[src/rtl/stack_ctrl_if.sv]
// Command, stack-side and read-side signals of the stack controller.
// slave = controller view; master = command source / stack / consumer view.
interface stack_ctrl_if #(
    parameter int DW    = 4,
    parameter int DEPTH = 8,
    parameter int CNTW  = 8
);
    localparam int LW = $clog2(DEPTH) + 1;

    logic          Cmd_Valid;
    logic          Cmd_Op;
    logic [DW-1:0] Cmd_Data;
    logic          Cmd_Ready;
    logic          Push;
    logic          Pop;
    logic [DW-1:0] Data_In;
    logic          Full;
    logic          Empty;
    logic [DW-1:0] Stack_Data_Out;
    logic          Rd_Valid;
    logic [DW-1:0] Rd_Data;
    logic          Rd_Ready;
    logic [LW-1:0] Level;
    logic [CNTW-1:0] Rej_Count;

    modport slave (
        input  Cmd_Valid, Cmd_Op, Cmd_Data, Full, Empty, Stack_Data_Out, Rd_Ready,
        output Cmd_Ready, Push, Pop, Data_In, Rd_Valid, Rd_Data, Level, Rej_Count
    );

    modport master (
        output Cmd_Valid, Cmd_Op, Cmd_Data, Full, Empty, Stack_Data_Out, Rd_Ready,
        input  Cmd_Ready, Push, Pop, Data_In, Rd_Valid, Rd_Data, Level, Rej_Count
    );
endinterface

[src/rtl/stack_ctrl.sv]
// Push/pop command front-end for an 8-deep LIFO: issues one-cycle Push/Pop
// pulses, rejects commands against Full/Empty, buffers popped data.
module stack_ctrl #(
    parameter int DW    = 4,
    parameter int DEPTH = 8,
    parameter int CNTW  = 8
) (
    input  logic           Clk,
    input  logic           RstN,
    stack_ctrl_if.slave    bus
);
    localparam int LW = $clog2(DEPTH) + 1;
    localparam logic [LW-1:0]   ONE_L = 1;
    localparam logic [CNTW-1:0] ONE_C = 1;

    typedef enum logic [1:0] {IDLE, ISSUE_PUSH, ISSUE_POP, CAPTURE} state_t;

    state_t          state_q, state_d;
    logic            push_q, push_d;
    logic            pop_q, pop_d;
    logic [DW-1:0]   din_q, din_d;
    logic            rd_valid_q, rd_valid_d;
    logic [DW-1:0]   rd_data_q, rd_data_d;
    logic [LW-1:0]   level_q, level_d;
    logic [CNTW-1:0] rej_q, rej_d;
    logic            cmd_ready;
    logic            accept;

    always_ff @(posedge Clk or negedge RstN) begin
        if (!RstN) begin
            state_q    <= IDLE;
            push_q     <= 1'b0;
            pop_q      <= 1'b0;
            din_q      <= '0;
            rd_valid_q <= 1'b0;
            rd_data_q  <= '0;
            level_q    <= '0;
            rej_q      <= '0;
        end else begin
            state_q    <= state_d;
            push_q     <= push_d;
            pop_q      <= pop_d;
            din_q      <= din_d;
            rd_valid_q <= rd_valid_d;
            rd_data_q  <= rd_data_d;
            level_q    <= level_d;
            rej_q      <= rej_d;
        end
    end

    // The output buffer may be drained on the same edge a new pop is taken.
    assign cmd_ready = (state_q == IDLE) & (~rd_valid_q | bus.Rd_Ready);
    assign accept    = bus.Cmd_Valid & cmd_ready;

    always_comb begin
        state_d    = state_q;
        push_d     = 1'b0;
        pop_d      = 1'b0;
        din_d      = din_q;
        rd_valid_d = rd_valid_q;
        rd_data_d  = rd_data_q;
        level_d    = level_q;
        rej_d      = rej_q;

        if (rd_valid_q && bus.Rd_Ready)
            rd_valid_d = 1'b0;

        case (state_q)
            IDLE: begin
                if (accept) begin
                    if (!bus.Cmd_Op && !bus.Full) begin
                        push_d  = 1'b1;
                        din_d   = bus.Cmd_Data;
                        state_d = ISSUE_PUSH;
                    end else if (bus.Cmd_Op && !bus.Empty) begin
                        pop_d   = 1'b1;
                        state_d = ISSUE_POP;
                    end else if (rej_q != {CNTW{1'b1}}) begin
                        rej_d = rej_q + ONE_C;
                    end
                end
            end
            ISSUE_PUSH: begin
                level_d = level_q + ONE_L;
                state_d = IDLE;
            end
            ISSUE_POP: begin
                level_d = level_q - ONE_L;
                state_d = CAPTURE;
            end
            CAPTURE: begin
                // Stack output is valid one edge after it sampled Pop.
                rd_data_d  = bus.Stack_Data_Out;
                rd_valid_d = 1'b1;
                state_d    = IDLE;
            end
            default: state_d = IDLE;
        endcase
    end

    assign bus.Cmd_Ready = cmd_ready;
    assign bus.Push      = push_q;
    assign bus.Pop       = pop_q;
    assign bus.Data_In   = din_q;
    assign bus.Rd_Valid  = rd_valid_q;
    assign bus.Rd_Data   = rd_data_q;
    assign bus.Level     = level_q;
    assign bus.Rej_Count = rej_q;
endmodule

[src/flat_wrapper.sv]
// flat-port wrapper written by rule: the top's interface ports become plain ports
module stack_ctrl_flat 
#(
    parameter int DW    = 4,
    parameter int DEPTH = 8,
    parameter int CNTW  = 8
)
  (Clk, RstN, bus_Cmd_Valid, bus_Cmd_Op, bus_Cmd_Data, bus_Full, bus_Empty, bus_Stack_Data_Out, bus_Rd_Ready, bus_Cmd_Ready, bus_Push, bus_Pop, bus_Data_In, bus_Rd_Valid, bus_Rd_Data, bus_Level, bus_Rej_Count);
  stack_ctrl_if #(.DW(DW), .DEPTH(DEPTH), .CNTW(CNTW)) bus_i ();
  input  logic Clk;
  input  logic RstN;
  input wire logic [$bits(bus_i.Cmd_Valid)-1:0] bus_Cmd_Valid;
  input wire logic [$bits(bus_i.Cmd_Op)-1:0] bus_Cmd_Op;
  input wire logic [$bits(bus_i.Cmd_Data)-1:0] bus_Cmd_Data;
  input wire logic [$bits(bus_i.Full)-1:0] bus_Full;
  input wire logic [$bits(bus_i.Empty)-1:0] bus_Empty;
  input wire logic [$bits(bus_i.Stack_Data_Out)-1:0] bus_Stack_Data_Out;
  input wire logic [$bits(bus_i.Rd_Ready)-1:0] bus_Rd_Ready;
  output wire logic [$bits(bus_i.Cmd_Ready)-1:0] bus_Cmd_Ready;
  output wire logic [$bits(bus_i.Push)-1:0] bus_Push;
  output wire logic [$bits(bus_i.Pop)-1:0] bus_Pop;
  output wire logic [$bits(bus_i.Data_In)-1:0] bus_Data_In;
  output wire logic [$bits(bus_i.Rd_Valid)-1:0] bus_Rd_Valid;
  output wire logic [$bits(bus_i.Rd_Data)-1:0] bus_Rd_Data;
  output wire logic [$bits(bus_i.Level)-1:0] bus_Level;
  output wire logic [$bits(bus_i.Rej_Count)-1:0] bus_Rej_Count;
  assign bus_i.Cmd_Valid = bus_Cmd_Valid;
  assign bus_i.Cmd_Op = bus_Cmd_Op;
  assign bus_i.Cmd_Data = bus_Cmd_Data;
  assign bus_i.Full = bus_Full;
  assign bus_i.Empty = bus_Empty;
  assign bus_i.Stack_Data_Out = bus_Stack_Data_Out;
  assign bus_i.Rd_Ready = bus_Rd_Ready;
  assign bus_Cmd_Ready = bus_i.Cmd_Ready;
  assign bus_Push = bus_i.Push;
  assign bus_Pop = bus_i.Pop;
  assign bus_Data_In = bus_i.Data_In;
  assign bus_Rd_Valid = bus_i.Rd_Valid;
  assign bus_Rd_Data = bus_i.Rd_Data;
  assign bus_Level = bus_i.Level;
  assign bus_Rej_Count = bus_i.Rej_Count;
  stack_ctrl #(.DW(DW), .DEPTH(DEPTH), .CNTW(CNTW)) u_core (.Clk(Clk), .RstN(RstN), .bus(bus_i));
endmodule
[config.mk]
export PLATFORM = sky130hd
export DESIGN_NAME = stack_ctrl_flat
export DESIGN_NICKNAME = d
export VERILOG_FILES = /design/src/rtl/stack_ctrl_if.sv /design/src/rtl/stack_ctrl.sv /design/src/flat_wrapper.sv
export SDC_FILE = /design/constraint.sdc
export NUM_CORES = 1
export LEC_CHECK = 0
export CAP_MARGIN = 0
export CORE_MARGIN = 4
export CORE_UTILIZATION = 40
export CTS_BUF_LIST = sky130_fd_sc_hd__clkbuf_8
export CTS_CLUSTER_DIAMETER = 40
export DETAILED_ROUTE_END_ITERATION = 16
export MAX_ROUTING_LAYER = met4
export PLACE_DENSITY_LB_ADDON = 0.25
export SETUP_SLACK_MARGIN = 0.2
export SYNTH_ARGS = -nofsm -noshare
export SYNTH_HDL_FRONTEND = slang
export SYNTH_SLANG_ARGS = --single-unit
[constraint.sdc]
create_clock -name Clk -period 2.3 [get_ports Clk]
set_input_delay 0.23 -clock Clk [delete_from_list [all_inputs] [get_ports Clk]]
set_output_delay 0.23 -clock Clk [all_outputs]
set_load 0.05 [all_outputs]
=== Word level (Yosys, flattened, before mapping) ===
Cells that the tools add are included.

* Output and inout bits: 24
* Bits of input ports: 15
* Word-level logic and storage cells: 50
* Register bits after elaboration: 25

* Multiplexer cells: 14
* Reductions and logical operators: 13
* Bitwise gates (word level): 6
* $add $sub $neg: 3
* Equal/unequal tests: 6

{| class="wikitable"
|+ Operators by type and width
! operator !! number
|-
| 1-bit 2-to-1 mux || 9
|-
| 8-bit by 1-bit adder with 8-bit output, second input constant || 1
|-
| 8-bit != test, second input constant || 1
|-
| 4-bit case mux with 2 select lines || 1
|-
| 2-bit 2-to-1 mux || 3
|-
| 2-bit case mux with 3 select lines || 1
|-
| 5-bit AND reduction || 1
|-
| 4-bit by 1-bit adder with 4-bit output, second input constant || 1
|-
| 2-bit == test, second input constant || 2
|-
| 2-bit nonzero test || 2
|-
| 4-bit by 1-bit subtractor with 4-bit output, second input constant || 1
|-
| 1-bit logical AND || 3
|-
| 1-bit zero test || 3
|-
| 3-bit != test, second input constant || 1
|-
| 1-bit NOT || 3
|-
| 3-bit AND reduction || 1
|-
| 1-bit bitwise AND || 2
|-
| 2-bit by 1-bit == test with 1-bit output, second input constant || 1
|-
| 2-bit zero test || 1
|-
| 2-bit by 1-bit != test with 1-bit output, second input constant || 1
|-
| 2-bit AND reduction || 1
|-
| 2-bit OR reduction || 1
|-
| 1-bit bitwise OR || 1
|}

=== Longest topological paths before layout ===
Gate-level depths: netlist (run 1).

* Word-level depth: 6
* Gate-level depth with buffers: 9
* Depth with buffers taken out: 8

=== Worst setup path after synthesis (run 1) ===
OpenSTA, ideal clock, no wires.

* Path kind: reg2reg
* Start point: register u_core.rej_q[0], in the netlist u_core.bus.Rej_Count[0]
* End point: register u_core.rej_q[1], in the netlist u_core.bus.Rej_Count[1]
* Path buffers: 0
* Path slack: 0.548 ns
* Cell stages (with the launch flop): 5
* Period minus slack after synthesis: 1.752 ns
* Arrival: 1.624 ns
* Setup time: 0.128 ns
* Cells stage by stage: dfrtp_1 -> ha_1 -> nand4_1 -> nand2_2 -> mux2_1

* Cells in the longest elaborated chain, start to end: 2
* Elaborated cells between the ends (all ways): 3
* Classes of those cells: add/sub (1); eq/ne (1); reduce/logical (1)

{| class="wikitable"
|+ RTL lines
! element !! RTL line !! text
|-
| from (decl) || stack_ctrl.sv:25 || <nowiki>logic [CNTW-1:0] rej_q, rej_d;</nowiki>
|-
| from (signal assigned) || stack_ctrl.sv:47 || <nowiki>rej_q <= rej_d;</nowiki>
|-
| branches (longest 2 deep; another with 8-bit by 1-bit adder with 8-bit output) || n/a ||
|}

Several ways; the timed one is not identified.
A chain may end at the register's enable or synchronous reset.

=== Worst setup path in the final report (run 1) ===
* Start point: register u_core.level_q[1], in the netlist u_core.bus.Level[1]
* End point: output bus_Level[1]

{| class="wikitable"
|+ RTL lines
! element !! RTL line !! text
|-
| from (decl) || stack_ctrl.sv:24 || <nowiki>logic [LW-1:0] level_q, level_d;</nowiki>
|-
| from (signal assigned) || stack_ctrl.sv:46 || <nowiki>level_q <= level_d;</nowiki>
|-
| to (decl) || flat_wrapper.sv:25 || <nowiki>output wire logic [$bits(bus_i.Level)-1:0] bus_Level;</nowiki>
|}

No word-level cell between the ends.

==> results.tsv, run 1 <==
stage	metric	value	unit
sta	TNS Setup	0	ns
synthesis	Cells after Synth	98	
sta	Hold Slack	0.324	ns
synthesis	synth unique cells	30	
synthesis	ys async rst share	1.00	
critical_path	cell family with most CP delay	buffers and inverters	
critical_path	Setup crit start kind	register	
critical_path	worst setup path start	u_core.bus.Level[1]	
synthesis	sequential area share after synthesis	0.521	
critical_path	crit-path max FO	7	
sta	Tcrit/Tclk final	0.781	
drt	post-route ant nets	0	
critical_path	CP Cell Sequence	clkdlybuf4s50_1	
clocking	cts repair resizes	0	
clocking	maximum clock insertion buffer count	2	
sta	worst slew pin tran	0.513	ns
clocking	# clock sinks	25	
drt	first-pass iteration count of the detailed router	4	
sta	clk_skew	0.00145	ns
pwr	leakage	0.000711	uW
hold_path	Hold WC Path Type	in2async	
global_route	largest net degree at the start of global routing	26	
outcome	status	complete, no violations	
drt	total routed wirelength	2330	um
sta	slew margin rel.	0.657	
critical_path	crit path to	bus_Level[1]	
critical_path	CP endpoint kind	output port	
critical_path	CP max stage cell	clkdlybuf4s50_1	
floorplan	height of the die	62.8	um
critical_path	WP data required	2.07	ns
clocking	Post-CTS Setup Bufs	0	
critical_path	r2r startpoint	u_core.state_q[0]	
synthesis	Net Count, Synth	120	
critical_path	Worst R2R Setup Slack	0.54	ns
drt	Via-to-Cell Ratio	5.08	
floorplan	Ports	39	
cells_and_area	fill count	264	
sta	final setup vio count	0	
global_route	GRT overflow	0	
clocking	clk root buf	clkbuf_8	
synthesis	synth warn	0	
floorplan	core area	2810	um2
placed_design	post-DP HPWL	1820	um
critical_path	reg2reg path depth	8	
clocking	clock tree from TritonCTS	yes	
drt	WL/cell	13.7	um
sta	fmax	557	MHz
cells_and_area	layout cells sized above 1	0.115	
synthesis	Synth Area per Inst	12.3	um2
pwr	Peak VDD IR	0.868	mV
global_route	antenna violations before repair	0	
critical_path	total number of cells along the worst setup path	1	
cells_and_area	most frequent cells in the layout	clkdlybuf4s50_1, dfrtp_1, xnor2_1	
global_route	first-pass GRT wire length	4150	um
clocking	hold_buf cts	0	
synthesis	synthesized area	1200	um2
job	Max Cap Viol	0	
cells_and_area	fin nets	162	
cells_and_area	area delta synth->final	38.1	%
placed_design	Port Buffer Count	38	
critical_path	Crit path largest cell delay	0.84	ns
floorplan	die area	3940	um2
floorplan	die extent in x	62.8	um
synthesis	Synth Register Bits	25	
drt	first-iteration detailed-routing DRC count	15	
sta	post-route minimum period	1.80	ns
floorplan	Starting Density	0.428	
clocking	Num CTS Buffers	3	
critical_path	critical path type	reg2out	
sta	RSZ-0062 raised after global routing	no	
synthesis	EDFF count, synth	0	
drt	drc violations	0	
critical_path	R2R Path End	u_core.bus.Level[2]	
sta	Final Hold Fails	0	
global_route	GRT Total Usage	0.136	
clocking	Reg clk slew, reported paths	0.09	ns
global_route	vias in the first global route	892	
drt	routed via count	863	
floorplan	Rows	19	
placed_design	GP Congestion	0.821	
critical_path	CP bufs+invs	1	
clocking	htree depth	1	
cells_and_area	ant diodes	0	
sta	Final Slew Violations	0	
cells_and_area	most common cell after layout, fill and taps aside	clkdlybuf4s50_1	
synthesis	Main synth FF type	dfrtp_1	
clocking	later-pin clock latency in the skew report	0.26	ns
critical_path	worst path arrival time	1.57	ns
pwr	Power Dens Cells	1550	nW/um2
per-layer routing:
layer | GRT usage | vias up | part of all wire
met4 | 0.0579 | 0 | 0.0077
met2 | 0.210 | 28 | 0.46
li1 | - | 424 | -
met3 | 0.0450 | 2 | 0.071
met5 | - | - | 0
met1 | 0.163 | 409 | 0.46
power breakdown:
part           total (uW)  switching [uW]  internal (uW)
Sequential            767             149            619
Clock                 255             135            119
Combinational        1550             942            610
Total                2570            1230           1350
worst register-to-register path, stage by stage, from the launching register on:
cell and delay [ns]:
dfrtp_1 0.38, inv_1 0.10, ha_1 0.31, xor2_1 0.20, ha_1 0.18, a21oi_1 0.14, xnor2_1 0.13, nand2_1 0.08
xnor2_1 0.13
stage by stage:
step           cell area [um2]  cells  setup WS (ns)  utilization  power [uW]
2_1_floorplan             1200     98          0.548            -        1860
3_3_place_gp              1610    166          0.426        0.575        2310
3_5_place_dp              1610    166          0.412        0.575        2350
4_1_cts                   1660    170          0.488        0.591        2610
5_1_grt                   1660    170          0.427        0.591        2750
6_report                  1660    170          0.505        0.591        2570
cells in the mapped netlist (3+ instances only):
cell	instances	area (um2)
dfrtp_1	25	626
ha_1	7	87.6
inv_1	4	15.0
mux2_2	9	101
nand2_1	4	15.0
nand2b_1	3	18.8
nand3_1	4	20.0
nand4_1	3	18.8
nor2_1	3	11.3
xnor2_1	10	87.6
sequential cells by signal, indices dropped and copies added (netlist names):
name and flops:
u_core.bus.Rej_Count 8, u_core.bus.Pop 1, u_core.bus.Rd_Data 4, u_core.bus.Data_In 4
u_core.bus.Level 4, u_core.bus.Push 1, u_core.state_q 2, u_core.bus.Rd_Valid 1
worst min-delay path by stage:
stage / endpoint
floorplan: u_core.bus.Data_In[0]
global placement: u_core.bus.Level[3]
detailed placement: u_core.bus.Level[3]
CTS: u_core.bus.Rd_Data[0]
global route: u_core.bus.Rd_Data[0]
finish: u_core.bus.Rd_Data[0]
cell type report:
cell class | instances | area [um2] | area share
flip-flops and latches | 25 | 626 | 0.377
multi-input cells | 67 | 549 | 0.331
repair buffers | 39 | 385 | 0.232
clock buffers | 3 | 41.3 | 0.0249
well taps | 31 | 38.8 | 0.0234
inverters | 4 | 15.0 | 0.00905
clock inverters | 1 | 3.75 | 0.00226
kinds of logic (layout without fill, tap and decap cells):
family | count (synthesis) | after routing | share of synthesized area
simple gates | 28 | 28 | 0.145
buf+inv | 6 | 47 | 0.0219
mux | 12 | 12 | 0.110
flops | 25 | 25 | 0.521
fa+ha+maj | 7 | 7 | 0.0729
compound gates | 8 | 8 | 0.0417
xor+xnor | 12 | 12 | 0.0875
(Power assumes the default switching activity.)
==> run 2, diff against run 1 <==
- clock period: 2.3 -> 1.81 ns (I/O delays scaled with it)
==> run 2 against run 1 <==
Compared with the run above: critical path depth rose by 5; combinational power is 31% higher; clock-buffer cell count stayed put; largest cell class unchanged; core utilization grew 3.1 points; non-clock buffer count up 8; worst hold slack worse by 0.062 ns; first-iteration DRC count grew 150%; critical path type is now reg2reg; wire length grew 5.6%.
==> results.tsv, run 2 (synthesized netlist as in run 1, its figures left out) <==
stage	metric	value	unit	change
outcome	status	complete, no violations		unchanged
drt	routed via count	906		was 863
cells_and_area	layout cells sized above 1	0.265		was 0.115
critical_path	cell family with most CP delay	flip-flops		was buffers and inverters
sta	TNS Setup	0	ns	unchanged
floorplan	Rows	19		unchanged
clocking	maximum clock insertion buffer count	2		unchanged
clocking	# clock sinks	25		unchanged
critical_path	CP Cell Sequence	inv_2 -> ha_2 -> nand3_1 -> nor3_2 -> buf_4 -> mux2_2		was clkdlybuf4s50_1
global_route	GRT overflow	0		unchanged
critical_path	CP bufs+invs	2		was 1
drt	Via-to-Cell Ratio	5.09		was 5.08
sta	worst slew pin tran	0.509	ns	was 0.513 ns
sta	final setup vio count	0		unchanged
hold_path	Hold WC Path Type	in2async		unchanged
critical_path	worst path arrival time	1.77	ns	was 1.57 ns
drt	first-iteration detailed-routing DRC count	37		was 15
critical_path	CP max stage cell	dfrtp_1		was clkdlybuf4s50_1
floorplan	die area	3940	um2	unchanged
sta	Tcrit/Tclk final	0.887		
clocking	hold_buf cts	0		unchanged
sta	RSZ-0062 raised after global routing	yes		was no
sta	Final Hold Fails	0		unchanged
floorplan	Starting Density	0.428		unchanged
critical_path	Worst R2R Setup Slack	0.21	ns	was 0.54 ns
pwr	total power	3360	uW	was 2570 uW
global_route	GR Util met1	0.160		was 0.163
global_route	antenna violations before repair	0		unchanged
cells_and_area	fill count	230		was 264
global_route	Global Route met3 Usage	0.0486		was 0.0450
cells_and_area	max reg flops	8		unchanged
drt	WL/cell	13.8	um	was 13.7 um
cells_and_area	ant diodes	0		unchanged
sta	clk_skew	0.00479	ns	was 0.00145 ns
critical_path	WP data required	1.97	ns	was 2.07 ns
pwr	leakage	0.000812	uW	was 0.000711 uW
cells_and_area	area delta synth->final	45.4	%	was 38.1%
drt	post-route ant nets	0		unchanged
clocking	Reg clk slew, reported paths	0.09	ns	about the same
floorplan	die extent in x	62.8	um	unchanged
sta	slew margin rel.	0.660		was 0.657
sta	Final Slew Violations	0		unchanged
critical_path	CP endpoint kind	register		was output port
global_route	vias in the first global route	937		was 892
critical_path	Setup crit start kind	register		unchanged
pwr	Peak VDD IR	1.08	mV	was 0.868 mV
critical_path	critical path type	reg2reg		was reg2out
floorplan	core area	2810	um2	unchanged
sta	fmax	623	MHz	
global_route	GRT Total Usage	0.134		was 0.136
drt	first-pass iteration count of the detailed router	4		unchanged
placed_design	GP Congestion	0.757		was 0.821
placed_design	Port Buffer Count	38		unchanged
clocking	htree depth	1		unchanged
floorplan	height of the die	62.8	um	unchanged
cells_and_area	storage element area	634	um2	was 626 um2
clocking	later-pin clock latency in the skew report	0.27	ns	was 0.26 ns
drt	total routed wirelength	2460	um	was 2330 um
cells_and_area	area of the multi-input gates	578	um2	was 549 um2
clocking	clk root buf	clkbuf_8		unchanged
critical_path	Crit path largest cell delay	0.42	ns	was 0.84 ns
global_route	grt met2 use	0.217		was 0.210
global_route	largest net degree at the start of global routing	26		unchanged
pwr	Power Dens Cells	1920	nW/um2	was 1550 nW/um2
job	Max Cap Viol	0		unchanged
cells_and_area	most common cell after layout, fill and taps aside	dlygate4sd2_1		was clkdlybuf4s50_1
placed_design	worst slack at placement	0.0888	ns	was 0.412 ns
placed_design	post-DP HPWL	1830	um	was 1820 um
sta	post-route minimum period	1.60	ns	
clocking	clock tree from TritonCTS	yes		unchanged
drt	drc violations	0		unchanged
floorplan	Ports	39		unchanged
cells_and_area	most frequent cells in the layout	dlygate4sd2_1, dfrtp_1, clkdlybuf4s50_1		was clkdlybuf4s50_1, dfrtp_1, xnor2_1
clocking	Num CTS Buffers	3		unchanged
global_route	busiest layer in global routing	met2		unchanged
sta	final setup margin	0.205	ns	was 0.505 ns
critical_path	crit-path max FO	5		was 7
cells_and_area	fin nets	170		was 162
global_route	first-pass GRT wire length	4160	um	was 4150 um
[run 2: worst reg2reg max path: cells and delay by family, from the launching register on]
kind	cells	cell delay, ns
muxes	1	0.33
buffers and inverters	2	0.28
adders and majority gates	1	0.21
and+or+nand+nor	2	0.27
DFF	1	0.42
[run 2: final timing paths]
check                      depth (start not counted)                 endpoint                 from
hold reg to reg                                    1      u_core.bus.Level[3]  u_core.bus.Level[3]
max in group asynchronous                          2  u_core.bus.Rej_Count[6]                 RstN
hold / removal                                     2      u_core.bus.Level[0]                 RstN
setup reg to reg                                   6    u_core.bus.Data_In[0]    u_core.state_q[0]
setup / recovery                                   6    u_core.bus.Data_In[0]    u_core.state_q[0]
min in group Clk                                   1      u_core.bus.Level[3]  u_core.bus.Level[3]
[run 2: layout make-up]
type                    instances  area share
clock buffers                   3      0.0236
multi-input cells              67       0.331
inverters                       4     0.00860
clock inverters                 1     0.00430
well taps                      31      0.0222
flip-flops and latches         25       0.363
repair buffers                 47       0.247
[run 2: per-stage QoR]
| stage | std cells | utilization | instance area [um2] | hold slack (ns) |
|---|---|---|---|---|
| floorplan | 98 | - | 1230 | -0.115 |
| global placement | 169 | 0.593 | 1660 | 0.464 |
| detailed placement | 169 | 0.593 | 1660 | 0.474 |
| CTS | 174 | 0.604 | 1690 | 0.273 |
| global route | 178 | 0.623 | 1750 | 0.296 |
| finish | 178 | 0.623 | 1750 | 0.262 |
[run 2: power by group]
group          switching [uW]  total, uW  internal [uW]
clock network             184        340            156
registers                 194        988            794
logic                    1260       2030            777
[run 2: timing repair]
action,4_1_cts,5_1_grt
buffers inserted,1,4
endpoints found under the setup margin,26,8
resized for setup,21,4
[run 2: metal layers]
layer	vias up	share of wire
met2	33	0.47
met4	0	0.0093
met3	4	0.066
met5	-	0
li1	440	-
met1	429	0.46
